### config.mk
export PLATFORM = sky130hd
export DESIGN_NAME = wdog_countdown
export DESIGN_NICKNAME = d
export VERILOG_FILES = /design/src/rtl/wdog_pkg.sv /design/src/rtl/wdog_pulse_stretch.sv /design/src/rtl/wdog_countdown.sv
export SDC_FILE = /design/constraint.sdc
export NUM_CORES = 1
export LEC_CHECK = 0
export ABC_AREA = 1
export CORE_MARGIN = 4
export CORE_UTILIZATION = 55
export DETAILED_ROUTE_END_ITERATION = 10
export PLACE_DENSITY = 0.91
export SYNTH_ARGS = -nofsm -noshare
export SYNTH_HDL_FRONTEND = slang
export SYNTH_HIERARCHICAL = 1
export SYNTH_SLANG_ARGS = --single-unit
### constraint.sdc
create_clock -name clk -period 5.77 [get_ports clk]
set_input_delay 1.154 -clock clk [delete_from_list [all_inputs] [get_ports clk]]
set_output_delay 1.154 -clock clk [all_outputs]
set_load 0.03 [all_outputs]
### src/rtl/wdog_pkg.sv
// Shared watchdog constants: FSM state codes and default build parameters,
// also used by the decode and register blocks.
package wdog_pkg;

  localparam int WDOG_WIDTH_DEF      = 32;
  localparam int WDOG_RST_CYCLES_DEF = 16;

  localparam logic [1:0] ST_IDLE = 2'd0;
  localparam logic [1:0] ST_RUN  = 2'd1;
  localparam logic [1:0] ST_FIRE = 2'd2;

endpackage

### src/rtl/wdog_pulse_stretch.sv
// Stretches a one-cycle start request into a registered pulse of exactly
// RST_CYCLES clocks; done flags the last high cycle of the pulse.
module wdog_pulse_stretch #(
  parameter int RST_CYCLES = 16
) (
  input  logic clk,
  input  logic rst_n,
  input  logic start,
  output logic pulse,
  output logic done
);

  localparam logic [7:0] LEN = 8'(RST_CYCLES);

  logic [7:0] cnt;

  // A start arriving while the pulse is already running is ignored
  always_ff @(posedge clk or negedge rst_n) begin
    if (!rst_n) begin
      pulse <= 1'b0;
      cnt   <= 8'd0;
    end else if (pulse) begin
      if (cnt == 8'd1) begin
        pulse <= 1'b0;
        cnt   <= 8'd0;
      end else begin
        cnt <= cnt - 8'd1;
      end
    end else if (start) begin
      pulse <= 1'b1;
      cnt   <= LEN;
    end
  end

  assign done = pulse && (cnt == 8'd1);

endmodule

### src/rtl/wdog_countdown.sv
// Watchdog countdown timer: IDLE/RUN/FIRE FSM driving a stretched reset pulse.
// Define WDOG_PREWARN_EN to add the warn_thr input and the warn_irq output.
module wdog_countdown
  import wdog_pkg::*;
#(
  parameter int WIDTH      = WDOG_WIDTH_DEF,
  parameter int RST_CYCLES = WDOG_RST_CYCLES_DEF
) (
  input  logic             clk,
  input  logic             rst_n,
  input  logic             en,
  input  logic             kick,
  input  logic [WIDTH-1:0] reload,
  input  logic             clr_flag,
`ifdef WDOG_PREWARN_EN
  input  logic [WIDTH-1:0] warn_thr,
  output logic             warn_irq,
`endif
  output logic [WIDTH-1:0] count,
  output logic [1:0]       state,
  output logic             wdog_rst,
  output logic             timeout_flag
);

  localparam logic [WIDTH-1:0] ONE = WIDTH'(1);

  logic fire_go;
  logic pulse_done;

  // en=0 outranks kick, and kick outranks the timeout
  assign fire_go = (state == ST_RUN) && en && !kick && (count == '0);

  wdog_pulse_stretch #(
    .RST_CYCLES(RST_CYCLES)
  ) u_pulse (
    .clk  (clk),
    .rst_n(rst_n),
    .start(fire_go),
    .pulse(wdog_rst),
    .done (pulse_done)
  );

  always_ff @(posedge clk or negedge rst_n) begin
    if (!rst_n) begin
      state <= ST_IDLE;
      count <= '0;
    end else begin
      case (state)
        ST_IDLE: begin
          if (en) begin
            state <= ST_RUN;
            count <= reload;
          end
        end
        ST_RUN: begin
          if (!en) begin
            state <= ST_IDLE;
          end else if (kick) begin
            count <= reload;
          end else if (count == '0) begin
            state <= ST_FIRE;
          end else begin
            count <= count - ONE;
          end
        end
        ST_FIRE: begin
          if (pulse_done) begin
            state <= ST_IDLE;
            count <= reload;
          end
        end
        default: state <= ST_IDLE;
      endcase
    end
  end

  // A new timeout beats a coincident clear
  always_ff @(posedge clk or negedge rst_n) begin
    if (!rst_n) begin
      timeout_flag <= 1'b0;
    end else if (fire_go) begin
      timeout_flag <= 1'b1;
    end else if (clr_flag) begin
      timeout_flag <= 1'b0;
    end
  end

`ifdef WDOG_PREWARN_EN
  // Only asserted while the FSM stays in RUN without a reload next edge
  always_ff @(posedge clk or negedge rst_n) begin
    if (!rst_n) begin
      warn_irq <= 1'b0;
    end else begin
      warn_irq <= (state == ST_RUN) && en && !kick && (count != '0) &&
                  (count <= warn_thr);
    end
  end
`endif

endmodule

==> metrics.cfg <==
[cts]
path_clk_slew_ps=100
cts-root-buf=clkbuf_8
cts_sinks=44
cts_buffers=5
htree_num_levels=2
cts_setup_buffers=0
clkLatencyLatePin_ps=320
cts_tree=built
cts_buffer_depth=2
cts_resized=0
postCtsHoldBufs=0

[critical_path]
endpoint_kind=flop
cp-start-kind=primary input
cp_slowest_cell=nand2_1
slowest_delay_ps=740
crit_path_max_fanout=35
cp.required_ps=6010
path_class=in2reg
path_cells=clkdlybuf4s50_1, inv_1, nand2_1, inv_2, nand3_4, nand2_4, inv_2, nand2_1, o21ai_1
r2r_setup_slack_ps=2660
arrival_ps=4160

[logic_synthesis]
synth_edf_count=0
ys_top_cells_by_count=nand2_1 (171), nor2_1 (78), inv_1 (60), nand3_1 (54), dfrtp_1 (44)
yosys_warnings=6
synth.avg_cell_area_um2=6.25
netlist_area_um2=3280
synthCells=524
synth-async-reset-ratio_pct=100
synth.largest_area_cell=dfrtp_1
synth_most_common_cell=nand2_1
synth-seq-area-share_pct=33.6
ys_ff_latch=44
synthTopCellsByArea=dfrtp_1 (34%), nand2_1 (20%), nor2_1 (8.9%), nand3_1 (8.3%), inv_1 (6.9%)
synth_top_area_share_pct=33.6
syn_nets=564
ys_types=28
synth-main-ff-cell=dfrtp_1

[grt]
grtUsageTotal_pct=27.0
grt_max_degree=45
grt_pass1_vias=3573
grt_remaining_overflow=0
antenna_found_initial=0
grt_pass1_wl_um=16100

[route]
firstDrtPassIters=5
via_count=3675
totalWireLength_um=9270
wl_per_cell_um=14.0
avgViaCountPerCell=5.53
route.detailed.drc=0
route.met3.wl_um=804
dr_wl_met2_um=4350
drt-initial-drc-count=337
met1Wirelength_um=3850
routed.top_layer=met4
antenna_left=0

[timing]
fin_worst_skew_ps=14.9
maxSlewHeadroom_pct=31.7
max_freq_mhz=255
drv_slew=0
hold_viol=0
finalSetupTns_ps=0
worst_pin_slew_ps=1020
fin_crit_sh_pct=67.8
setup_viol=0
rsz0062_at_grt=false
layout_min_cycle_time_ps=3910
worst_slack_ps=1860

[placement]
dpl.hpwl_um=6770
place_ws_ps=1570
gp_congestion=0.890
port_buffers=72

[run]
cap_violations=0

[floorplanning]
dieWidth_um=85.2
rows=27
start_util_pct=58.1
dieHeight_um=85.2
die-area_um2=7250
boundaryPins=73
core_area_um2=5640

[final_layout]
drive_above_1_share_pct=7.43
antenna_cells=0
areaGrowthSynthToFinish_pct=25.7
nNetsFinal=631

[outcome]
status=finished clean

[pwr]
p_leak_nw=1.92
power_density_nw_per_um2=174
vdd.ir_drop.worst_v=0.000115

[min_path]
hp-class=reg2reg

layout make-up:
type	instances	area, um^2
multi-input cells	404	1860
fillers	459	1520
flip-flops and latches	44	1100
repair buffers	72	716
inverters	64	240
well taps	72	90.1
clock buffers	5	68.8
clock inverters	3	47.5
where the power goes:
| group | total, W | switching (W) | internal [W] | leakage (nW) |
|---|---|---|---|---|
| sequential | 0.000337 | 0.0000180 | 0.000319 | 0.499 |
| clock | 0.000250 | 0.000119 | 0.000131 | 0.0583 |
| combinational | 0.000129 | 0.0000691 | 0.0000597 | 1.36 |
metal layers:
layer	track usage, %	up-vias
met1	35.6	1652
met2	43.8	200
li1	-	1787
met5	0	-
met3	5.34	36
met4	10.1	0
final timing paths:
kind	start	to	cells past startpoint
setup / recovery	kick	count[8]$_DFFE_PN0P_	9
hold / removal	u_pulse/cnt[7]$_DFFE_PN0P_	u_pulse/cnt[7]$_DFFE_PN0P_	2
setup reg to reg	state[0]$_DFFE_PN0P_	count[8]$_DFFE_PN0P_	9
hold reg to reg	u_pulse/cnt[7]$_DFFE_PN0P_	u_pulse/cnt[7]$_DFFE_PN0P_	2
max in group asynchronous	rst_n	count[17]$_DFFE_PN0P_	1
min in group asynchronous	rst_n	u_pulse/cnt[3]$_DFFE_PN0P_	1
stage by stage:
| step | total power, W | area (um^2) | util, % | hold WS, ps | std cells |
|---|---|---|---|---|---|
| global placement | 0.000467 | 4000 | 70.9 | 485 | 656 |
| floorplan | 0.000403 | 3280 | - | 471 | 524 |
| CTS | 0.000718 | 4120 | 73.0 | 526 | 664 |
| detailed placement | 0.000470 | 4000 | 70.9 | 505 | 656 |
| global route | 0.000745 | 4120 | 73.0 | 585 | 664 |
| finish | 0.000716 | 4120 | 73.0 | 520 | 664 |
placed cells by master (no fill, tap or decap), types with 2 or more instances in the layout:
cell type | synthesis | final
nand4_1 | 11 | 11
xor2_1 | 4 | 4
clkbuf_8 | 0 | 5
o21ai_1 | 18 | 18
dfrtp_1 | 44 | 44
a21oi_1 | 3 | 3
clkdlybuf4s50_1 | 0 | 71
nor2_4 | 4 | 4
nand2_2 | 4 | 4
or2_2 | 15 | 15
nor2_2 | 4 | 4
o21ai_2 | 2 | 2
clkinv_4 | 0 | 2
o21ai_0 | 25 | 25
inv_2 | 4 | 4
inv_1 | 60 | 60
nor2_1 | 78 | 78
ha_1 | 3 | 3
nand3_1 | 54 | 54
nand2_1 | 171 | 171
cell families after synthesis:
| group | Yosys count | share of synthesized area, % |
|---|---|---|
| flops | 44 | 33.6 |
| xor+xnor | 5 | 1.34 |
| fa+ha+maj | 3 | 1.15 |
| compound gates | 51 | 8.21 |
| buf+inv | 76 | 9.74 |
| simple gates | 345 | 46.0 |
sequential cells by signal (all words and copies together), names as in the netlist:
| name | cells |
|---|---|
| state | 2 |
| count | 32 |
| timeout_flag | 1 |
| u_pulse/cnt | 8 |
| u_pulse/pulse | 1 |
worst max-delay path, delay by kind of cell:
| family | cells | cell delay [ps] |
|---|---|---|
| and+or+nand+nor | 4 | 1380 |
| buffers and inverters | 4 | 1490 |
| AOI/OAI and AO/OA | 1 | 110 |
Note: power is estimated with default switching activity, not from simulation.
